## src/rtl/medidor_pulsos.sv

```systemverilog
// rtl/medidor_pulsos.sv - gated pulse-rate meter: counts Pulso edges over a fixed
// window of Clk cycles and publishes the latched count once per window.
module medidor_pulsos #(
  parameter int VENTANA       = 50000,
  parameter int WIDTH         = 8,
  parameter int AMBOS_FLANCOS = 0
) (
  input  logic             Clk,
  input  logic             Reset,
  input  logic             En,
  input  logic             Pulso,
  output logic [WIDTH-1:0] Cuenta,
  output logic             Desborde,
  output logic             Valido
);

  localparam int TW = $clog2(VENTANA);
  localparam logic [TW-1:0]    T_LAST  = TW'(VENTANA - 1);
  localparam logic [WIDTH-1:0] ACC_MAX = '1;

  typedef enum logic {ESPERA, MEDIR} state_t;

  state_t           state;
  logic             s1, s2, s3;
  logic [1:0]       arm;
  logic [TW-1:0]    timer;
  logic [WIDTH-1:0] acc;
  logic             sat;

  logic             armed;
  logic             rise, fall;
  logic             pulse_edge;
  logic             acc_full;
  logic [WIDTH-1:0] acc_next;
  logic             sat_next;

  // A static high Pulso at reset release looks like a rising edge; arm masks it.
  assign armed      = (arm == 2'd3);
  assign rise       = s2 & ~s3;
  assign fall       = ~s2 & s3;
  assign pulse_edge = armed & ((AMBOS_FLANCOS != 0) ? (rise | fall) : rise);

  assign acc_full = (acc == ACC_MAX);
  assign acc_next = (pulse_edge && !acc_full) ? acc + WIDTH'(1) : acc;
  assign sat_next = sat | (pulse_edge & acc_full);

  always_ff @(posedge Clk) begin
    if (Reset) begin
      state    <= ESPERA;
      s1       <= 1'b0;
      s2       <= 1'b0;
      s3       <= 1'b0;
      arm      <= 2'd0;
      timer    <= '0;
      acc      <= '0;
      sat      <= 1'b0;
      Cuenta   <= '0;
      Desborde <= 1'b0;
      Valido   <= 1'b0;
    end else begin
      s1     <= Pulso;
      s2     <= s1;
      s3     <= s2;
      Valido <= 1'b0;
      if (!armed) begin
        arm <= arm + 2'd1;
      end

      case (state)
        ESPERA: begin
          timer <= '0;
          acc   <= '0;
          sat   <= 1'b0;
          if (En) begin
            state <= MEDIR;
          end
        end

        MEDIR: begin
          if (!En) begin
            state <= ESPERA;
            timer <= '0;
            acc   <= '0;
            sat   <= 1'b0;
          end else if (timer == T_LAST) begin
            // The closing cycle's edge belongs to the window being published.
            Cuenta   <= acc_next;
            Desborde <= sat_next;
            Valido   <= 1'b1;
            timer    <= '0;
            acc      <= '0;
            sat      <= 1'b0;
          end else begin
            timer <= timer + TW'(1);
            acc   <= acc_next;
            sat   <= sat_next;
          end
        end

        default: begin
          state <= ESPERA;
        end
      endcase
    end
  end

endmodule

```

## config.mk

```make
export PLATFORM = sky130hd
export DESIGN_NAME = medidor_pulsos
export DESIGN_NICKNAME = d
export VERILOG_FILES = /design/src/rtl/medidor_pulsos.sv
export SDC_FILE = /design/constraint.sdc
export NUM_CORES = 1
export LEC_CHECK = 0
export ABC_CLOCK_PERIOD_IN_PS = 1600
export CAP_MARGIN = 20
export CORE_UTILIZATION = 51
export DETAILED_ROUTE_END_ITERATION = 16
export PLACE_DENSITY_LB_ADDON = 0.12
export RECOVER_POWER = 100
export SYNTH_ARGS = -nofsm -noshare
export SYNTH_HDL_FRONTEND = slang
export SYNTH_SLANG_ARGS = --single-unit
```

## constraint.sdc

```tcl
create_clock -name Clk -period 1.6 [get_ports Clk]
set_input_delay 0.24 -clock Clk [delete_from_list [all_inputs] [get_ports Clk]]
set_output_delay 0.24 -clock Clk [all_outputs]
set_load 0.01 [all_outputs]
```

* Yosys cells after proc, flatten, opt, wreduce, memory -nomap -nowiden *
Index checks and enable logic that the tools add are counted.

storage, ports and cells
  register bits = 41
  bits of input ports = 4
  output and inout port bits = 10
  logic and storage cells = 40

cells by class
  $add $sub $neg = 3
  equal/unequal tests = 3
  mux-type cells = 12
  bitwise gates (word level) = 7
  reduce and logical (&&, ||, !) cells = 4

operators by type and width
  cell                                                             number
  16-bit 2-to-1 mux                                                2
  16-bit case mux with 2 select lines                              1
  8-bit 2-to-1 mux                                                 3
  16-bit by 1-bit adder with 16-bit output, second input constant  1
  16-bit equality test, second input constant                      1
  8-bit case mux with 2 select lines                               1
  8-bit by 1-bit adder with 8-bit output, second input constant    1
  8-bit equality test, second input constant                       1
  1-bit 2-to-1 mux                                                 4
  1-bit bitwise AND                                                3
  1-bit inverter                                                   3
  3-bit AND reduction                                              1
  3-bit OR reduction                                               1
  2-bit by 1-bit adder with 2-bit output, second input constant    1
  2-bit equality test, second input constant                       1
  1-bit case mux with 2 select lines                               1
  1-bit logical AND                                                1
  1-bit zero test                                                  1
  1-bit bitwise OR                                                 1

* Depth between registers and ports, before layout *
  depth in word-level cells = 8
  gate-level depth with buffers = 6
  gate-level depth less buffers = 5

* Worst setup path after synthesis *
No wires, ideal clock.

  path kind = register to register
  from = register arm[0]
  to = register Cuenta[7]
  library setup time = 0.143 ns
  data arrival time = 1.392 ns
  required time = 1.457 ns
  setup slack = 0.065 ns
  cell stages (with the launch flop) = 6
  path buffers = 0
  clock period less this slack = 1.535 ns
  cells stage by stage = dfxtp_1 > ha_1 > nand3b_1 > nor4_1 > mux2i_1 > a22oi_1

on the way
  longest elaborated chain between the ends = 4

RTL lines
  item                    RTL line  source
  from (decl)             25        logic [1:0] arm;
  from (signal assigned)  66        arm <= arm + 2'd1;
  2-bit equality test     38        assign armed = (arm == 2'd3);
  1-bit bitwise AND       41        assign pulse_edge = armed & ((AMBOS_FLANCOS != 0) ? (rise | fall) : rise);
  1-bit logical AND       44        assign acc_next = (pulse_edge && !acc_full) ? acc + WIDTH'(1) : acc;
  8-bit 2-to-1 mux        44
  to (signal assigned)    87        Cuenta <= acc_next;
  to (decl)               12        output logic [WIDTH-1:0] Cuenta,

Every way passes these cells.
A chain may end at the register's enable or synchronous reset.

* Worst setup path in the final report *
  from = register timer[5]
  to = register timer[15]

on the way
  longest elaborated chain between the ends = 4
  elaborated cells on any way between the ends = 5
  those cells by class = 1 x add/sub; 1 x eq/ne; 3 x mux

RTL lines
  item                                                                                     RTL line  source
  from (decl)                                                                              26        logic [TW-1:0] timer;
  from (signal assigned)                                                                   94        timer <= timer + TW'(1);
  16-bit by 1-bit adder with 16-bit output / 16-bit equality test (equally long branches)  94, 85
  16-bit 2-to-1 mux *                                                                      85        end else if (timer == T_LAST) begin
  16-bit 2-to-1 mux *                                                                      80        if (!En) begin
  16-bit case mux with 2 select lines *                                                    69        case (state)

Mark *: on every way between the ends. The rest lies on a longest branch, timed or not.

==> results.yml <==
finish:
  area_delta_synth_final_pct: 25.5
  finalNetCount: 220
  nFillCells: 266
  stdcell_count: 258
  final_util_pct: 69.6
  diodes: 0
  drive_gt1_share_pct: 22.9
grt:
  grt_pass1_vias: 1460
  grt_usage_pct: 23.6
  grt_max_degree: 17
  antenna_found_initial: 0
  gr-total-overflow: 0
  grt_pass1_wl_um: 6290
setup_path:
  reg2reg_slack_ns: 0.06
  rr_startpoint: "timer[5]"
  reg2reg_depth: 4
  worstSetupStartpointType: "flop"
  endpoint_kind: "flop"
  timing.rr.end: "timer[15]"
  path_class: "flop to flop"
  crit_required_ns: 1.89
  crit_arrival_ns: 1.84
  worst-path-max-fanout: 6
worst_hold_path:
  hold_end: "s1"
  holdPathStages: 2
  min_from: "Pulso"
  hp-class: "input pin to flop"
yosys:
  yosysWarnings: 0
  synth_flop_cell: "dfxtp_1"
  avgSynthCellArea_um2: 9.53
  synth_edf_count: 0
  async_flop_share_pct: 0
  synth_area_um2: 1730
  syn-num-nets: 189
  netlist-cell-type-count: 41
  yosysSeqAreaShare_pct: 47.3
  ys_ff_latch: 41
  syn_inst: 182
routing:
  drt-initial-drc-count: 111
  vias: 1476
  wirelength_um: 3720
  remaining_drc_errors: 0
  routedWlPerCell_um: 14.4
  firstDrtPassIters: 4
  ant_nets: 0
  via_per_inst: 5.72
die:
  dieArea_um2: 3640
  pin_count: 14
  die_x_um: 60.3
  coreArea_um2: 3130
  floorplan.initialDensity_pct: 55.4
  dieHeight_um: 60.3
  num_rows: 20
clock_tree:
  clk_latency_ns: 0.35
  clock_path_buffers: 2
  hold_buffers: 0
  numCtsBuffers: 5
  cts_tree: "done"
  path_clk_slew_ns: 0.12
  clock_sinks: 41
  root_buffer: "clkbuf_4"
  htreeDepth: 2
timing:
  slew_headroom_pct: 61.7
  skew_ns: 0.00526
  rsz0062_at_grt: "true"
  max_slew.worst_pin.slew_ns: 0.574
  maxSlewViolCount: 0
  period_needed_ns: 1.54
  hold_viol_final: 0
  setup_violations: 0
  period_share_pct: 96.5
  hold_ws_ns: 0.436
  max_freq_mhz: 648
power_and_ir_drop:
  p_leak_nw: 0.804
  irDropWorstVdd_uv: 676
  finalPower_w: 0.00194
  powerDensity_nw_per_um2: 890
place:
  port_buffers: 13
  gp_congestion: 0.920
  dp_cells: 250
  hpwl_um: 2660
run:
  drv_cap: 0
run_status:
  status: "finished, final reports clean"
registers in the layout (all words and copies together) (netlist names):
name / cells
acc: 8
sat: 1
Desborde: 1
s1: 1
state: 1
s3: 1
s2: 1
Valido: 1
timer: 16
Cuenta: 8
arm: 2
routing by layer:
| layer | routed length [µm] | global-route usage, % | up-vias |
|---|---|---|---|
| met5 | 0 | 0 | - |
| met1 | 1520 | 25.9 | 703 |
| met4 | 74 | 10.6 | 0 |
| li1 | - | - | 723 |
| met3 | 161 | 6.49 | 10 |
| met2 | 1960 | 42.2 | 40 |
worst max-delay path, cell delays in order (launching register included):
cell and delay [ns]:
dfxtp_1 0.44, and3_4 0.27, nand3_4 0.11, or4_4 0.53, a21oi_2 0.14
cells in the final DEF (no fill, tap or decap), types with 2 or more instances in the layout:
cell             synthesis  routed
a21oi_1                  3       3
a21oi_2                  2       2
a22oi_1                  8       8
and3_1                   3       2
and3_4                   1       2
and4_1                   2       2
buf_4                    0      14
bufinv_16                0       2
clkbuf_4                 0       5
clkdlybuf4s50_1          0      12
dfxtp_1                 41      35
dfxtp_2                  0       6
ha_2                     0       2
inv_1                    2       2
mux2i_1                  5       5
nand2_1                 13      11
nand2_2                  0       2
nand2b_1                 9       9
nand3_1                  7       7
nand4_1                  6       6
nor2_1                  23      23
nor2b_1                  4       4
nor3_1                   6       5
nor4_2                   0       2
o2111ai_1                2       2
o21ai_0                  4       2
o31ai_1                  3       3
or4_4                    2       2
xnor2_1                  4       4
xor2_1                   7       7
cell type report:
cell class / instances / area, µm² / area share [%]
repair buffers: 28 / 239 / 11.0
well taps: 44 / 55.1 / 2.53
clock buffers: 5 / 37.5 / 1.72
flip-flops and latches: 41 / 828 / 38.0
clock inverters: 3 / 65.1 / 2.99
inverters: 2 / 7.51 / 0.345
multi-input cells: 135 / 945 / 43.4
power by group:
group / internal [W] / switching (W) / total [W]
clock network: 0.000484 / 0.000337 / 0.000820
registers: 0.00104 / 0.00000997 / 0.00105
logic: 0.0000364 / 0.0000318 / 0.0000682
total: 0.00156 / 0.000378 / 0.00194
worst max-delay path by stage:
stage,from,endpoint,slack (ns)
floorplan,arm[0],Cuenta[7],0.06
global placement,arm[0],Cuenta[7],0.02
detailed placement,arm[0],Cuenta[7],-0.09
CTS,timer[0],Cuenta[5],0.007
global route,arm[1],Cuenta[6],-0.04
finish,timer[5],timer[15],0.06
cells in the mapped netlist (5+ instances only):
cell type | count | area, µm²
dfxtp_1 | 41 | 821
nor2_1 | 23 | 86.3
nand2_1 | 13 | 48.8
nand2b_1 | 9 | 56.3
a22oi_1 | 8 | 60.1
nand3_1 | 7 | 35.0
xor2_1 | 7 | 61.3
nand4_1 | 6 | 37.5
nor3_1 | 6 | 30.0
mux2i_1 | 5 | 50.1
what timing repair did:
action / CTS / global route
pin swaps: 1 / 3
setup buffers: 0 / 0
endpoints found under the setup margin: 3 / 31
gates resized for setup: 2 / 19
through the flow:
stage / area, µm² / setup WS, ns / TNS [ns]
detailed placement: 2010 / -0.0854 / -0.106
floorplan: 1730 / 0.0648 / 0
global route: 2180 / -0.0379 / -0.0863
finish: 2180 / 0.0558 / 0
global placement: 2010 / 0.0246 / 0
CTS: 2120 / 0.00741 / 0
cell families (layout without fill, tap and decap cells):
kind of cell	count (synthesis)	in the layout	share of synthesized area [%]
AND/OR/NAND/NOR	89	89	29.4
flip-flops	41	41	47.3
AO/OA/AOI/OAI	27	27	11.2
XOR/XNOR	11	11	5.56
buffers and inverters	6	38	1.44
multiplexers	5	5	2.89
adder cells (fa/ha/maj)	3	3	2.16
Note: power is estimated with default switching activity, not from simulation.
==> edit 1, RTL diff (same flow settings) <==
Change the parameter `WIDTH` from 8 to 6.
--- a/src/rtl/medidor_pulsos.sv
+++ b/src/rtl/medidor_pulsos.sv
@@ -3,5 +3,5 @@
 module medidor_pulsos #(
   parameter int VENTANA       = 50000,
-  parameter int WIDTH         = 8,
+  parameter int WIDTH         = 6,
   parameter int AMBOS_FLANCOS = 0
 ) (
Interface: changed (resized Cuenta); port bits go from 14 to 12. The function was not compared with the original's and may differ.
==> edit 1 against the original RTL <==
The run now ends with setup timing left; worst setup slack worse by 520 ps; sequential cell count is 4 lower; routed wire length is 13% lower; clock power is 4.1% lower; area after synthesis is 13% lower; total power is 6.6% lower; final area is 5.7% lower; critical path type unchanged.
==> edit 1: results (changes against the original RTL) <==
clk_skew = 10.9 ps (was 5.26 ps)
CP arrival = 2340 ps (was 1840 ps)
LEAKAGE = 0.000845 uW (was 0.000804 uW)
Inst Count DP = 226 (was 250)
TNS Setup = -11000 ps (was 0 ps)
Slew @ Worst Pin = 480 ps (was 574 ps)
Area contributors post-synth = dfxtp_1, xor2_1, nor2_1 (was dfxtp_1, nor2_1, xor2_1)
Vias = 1290 (was 1476)
nets@finish = 212 (was 220)
layout cells sized above 1 = 0.252 (was 0.229)
min setup slack post-route = -467 ps (was 55.8 ps)
drt wl/cell = 13.6 um (was 14.4 um)
worst setup path start = timer[13]$_SDFF_PP0_ (was timer[5]$_SDFF_PP0_)
count of buffers from port buffering = 11 (was 13)
placed wire-length estimate = 2.35 mm (was 2.66 mm)
crit path max fanout = 4 (was 6)
DRT iter0 DRCs = 55 (was 111)
largest net degree at the start of global routing = 21 (was 17)
failing checks = setup timing
Final setup viols = 30 (was 0)
RD Place Congestion = 0.811 (was 0.920)
Netlist cell types = 36 (was 41)
Syn Nets = 167 (was 189)
top post-synthesis cells by count = dfxtp_1, nor2_1, nand2_1, xor2_1, nand3_1 (was dfxtp_1, nor2_1, nand2_1, nand2b_1, a22oi_1)
first-pass GRT wire length = 5.42 mm (was 6.29 mm)
peak supply drop = 1.36 mV (was 0.676 mV)
Fill cells = 191 (was 266)
Seq/Total Area, Yosys = 0.493 (was 0.473)
status = finished, violations left (was completed)
## edit 1: area by class of cell
type	instances	area (sq um)	area share
multi-input combinational	113	769	0.375
sequential	37	742	0.362
timing repair buffer	45	388	0.189
clock inverter	3	65.1	0.0317
tap	31	38.8	0.0189
clock buffer	5	37.5	0.0183
inverter	3	11.3	0.00549
## edit 1: final timing paths
kind	endpoint	slack, ps
worst max register to register	Cuenta[2]$_SDFFE_PP0P_	-470
worst min-delay path	s1$_SDFF_PP0_	440
worst min register to register	s2$_SDFF_PP0_	450
worst max-delay path	Cuenta[2]$_SDFFE_PP0P_	-470
## edit 1: kinds of logic (layout without fill, tap and decap cells)
| kind of cell | after synthesis | in the layout | synth area share |
|---|---|---|---|
| and+or+nand+nor | 72 | 72 | 0.258 |
| DFF | 37 | 37 | 0.493 |
| AOI/OAI and AO/OA | 21 | 21 | 0.0958 |
| xor gates and xnor gates | 14 | 14 | 0.0816 |
| buffers and inverters | 10 | 56 | 0.0266 |
| adders and majority gates | 3 | 3 | 0.0250 |
| muxes | 3 | 3 | 0.0200 |
## edit 1: timing repair
item                       4_1_cts  5_1_grt
buffers inserted                 1        1
setup endpoints to repair       30       30
pin swaps                        3        1
gates cloned                     0        1
gates resized for setup          6        6
## edit 1: where the power goes
group,internal [uW],switching (uW),total [uW]
registers,937,7.82,945
clock network,484,302,786
logic,41.7,36.1,77.8
## edit 1: per-layer routing
metal / vias up / GRT usage / routed length [um]
li1: 654 / - / -
met1: 603 / 0.291 / 1490
met2: 26 / 0.342 / 1520
met3: 7 / 0.0576 / 145
met4: 0 / 0.129 / 58
met5: - / 0 / 0
## edit 1: metrics by stage
stage	area [sq um]	worst slack, ps	hold WS [ps]
2_1_floorplan	1520	-493	368
3_3_place_gp	1870	-420	418
3_5_place_dp	1870	-462	427
4_1_cts	2000	-455	428
5_1_grt	2050	-516	408
6_report	2050	-467	440
## edit 1: critical path: stages, from the launching register on
cell and delay (ps):
dfxtp_1 330, or4_4 520, or4_4 560, or4b_1 480, a21oi_1 130
==> edit 2, RTL diff (config.mk and constraints unchanged) <==
Made on the original files. Put one more register stage on the output `Cuenta`, cleared by the reset. The value now appears one clock later. The other outputs are not delayed to match.
--- a/src/rtl/medidor_pulsos.sv
+++ b/src/rtl/medidor_pulsos.sv
@@ -20,4 +20,6 @@
 
   typedef enum logic {ESPERA, MEDIR} state_t;
+
+  logic [WIDTH-1:0] Cuenta_s0;
 
   state_t           state;
@@ -55,5 +57,5 @@
       acc      <= '0;
       sat      <= 1'b0;
-      Cuenta   <= '0;
+      Cuenta_s0 <= '0;
       Desborde <= 1'b0;
       Valido   <= 1'b0;
@@ -85,5 +87,5 @@
           end else if (timer == T_LAST) begin
             // The closing cycle's edge belongs to the window being published.
-            Cuenta   <= acc_next;
+            Cuenta_s0 <= acc_next;
             Desborde <= sat_next;
             Valido   <= 1'b1;
@@ -105,4 +107,12 @@
   end
 
+  always_ff @(posedge Clk) begin
+    if (Reset) begin
+      Cuenta <= '0;
+    end else begin
+      Cuenta <= Cuenta_s0;
+    end
+  end
+
 endmodule
 
Function: same outputs for any inputs over 10 cycles, from zero or initial values and one cycle with Reset high; that may be too few to reach the edited logic, so the function may still have changed.
==> edit 2 against the original RTL <==
Worst setup slack gained 33 ps; sequential share of layout area grew 4.0 points; count of clock-buffer cells in the layout is the same; final area grew 8.1%; synthesized cell count grew 9.9%; critical path type unchanged; sequential power grew 19%; total power grew 6.1%; area after synthesis grew 12%; core utilization shrank 5.3 points; routed wire length shrank 6.5%; sequential cell count grew 8; global-route usage shrank 4.0 points; via count grew 0.88%.
==> edit 2: results (changes against the original RTL) <==
status = completed (unchanged)
drt wl/cell = 12.4 um (was 14.4 um)
Seq/Total Area, Yosys = 0.505 (was 0.473)
crit path max fanout = 8 (was 6)
DR WL met3 = 114 um (was 161 um)
clk_skew = 11.1 ps (was 5.26 ps)
mux contribution to synthesized area = 0.0264 (was 0.0289)
Synth Area in XOR/XNOR = 0.0631 (was 0.0556)
met1 wire length = 1.73 mm (was 1.52 mm)
min cycle time layout = 1510 ps (was 1540 ps)
Slew Limit Headroom = 0.687 (was 0.617)
worst setup path end = Cuenta_s0[3]$_SDFFE_PP0P_ (was timer[15]$_SDFF_PP0_)
RD Place Congestion = 0.803 (was 0.920)
Area contributors post-synth = dfxtp_1, a21oi_1, nor2_1 (was dfxtp_1, nor2_1, xor2_1)
dpl ws = 27.9 ps (was -85.4 ps)
vias in the first global route = 1382 (was 1460)
Worst R2R Setup Slack = 90 ps (was 60 ps)
met1 Track Usage GR = 0.258 (was 0.259)
Syn Nets = 207 (was 189)
Slowest cell on crit path = dfxtp_2 (was or4_4)
HP Start = timer[0]$_SDFF_PP0_ (was Pulso)
post-DR vias/cell = 5.34 (was 5.72)
Compound-Gate Fraction of Synth Area = 0.0895 (was 0.112)
routing usage on met3 = 0.0562 (was 0.0649)
M2 GR Usage = 0.303 (was 0.422)
edit 2: changes by cell type in the layout (fill, tap and decap cells not counted), moves of 3 or more:
cell,unedited run,this run
clkbuf_4,5,1
dlygate4sd3_1,1,11
o21ai_0,2,5
a22oi_1,8,0
nand2b_1,9,0
nor2b_1,4,12
clkbuf_8,0,5
clkdlybuf4s50_1,12,2
dfxtp_1,35,42
a21oi_1,3,20
edit 2: repair_timing:
action	4_1_cts	5_1_grt
resized for setup	1	15
pin swaps	0	5
setup endpoints to repair	1	31
setup buffers	0	2
edit 2: through the flow:
step                total power [uW]  instance area, sq um  std cells  hold slack, ps
floorplan                       1310                  1940        200             323
global placement                1340                  2200        269             418
CTS                             2050                  2290        277             466
global route                    2130                  2350        279             447
detailed placement              1340                  2200        269             448
finish                          2050                  2350        279             433
edit 2: final cells by class:
| class | count | area, sq um | area share |
|---|---|---|---|
| timing repair buffer | 30 | 255 | 0.108 |
| multi-input combinational | 141 | 947 | 0.402 |
| sequential | 49 | 990 | 0.421 |
| clock buffer | 5 | 68.8 | 0.0292 |
| tap | 48 | 60.1 | 0.0255 |
| clock inverter | 3 | 21.3 | 0.00904 |
| inverter | 3 | 11.3 | 0.00478 |
edit 2: how the worst min path moves through the flow:
stage,end,slack (ps),cells after the start
2_1_floorplan,Cuenta[0]$_SDFF_PP0_,320,1
3_3_place_gp,s2$_SDFF_PP0_,420,1
3_5_place_dp,s2$_SDFF_PP0_,450,1
4_1_cts,s2$_SDFF_PP0_,470,1
5_1_grt,timer[0]$_SDFF_PP0_,450,1
6_report,timer[0]$_SDFF_PP0_,430,1
edit 2: report_power, final:
part,internal [uW],switching [uW],leakage [uW],total (uW)
sequential,1240,15.3,0.000399,1250
clock,310,415,0.0000445,725
combinational,40.2,35.5,0.000447,75.7
total,1590,465,0.000891,2050
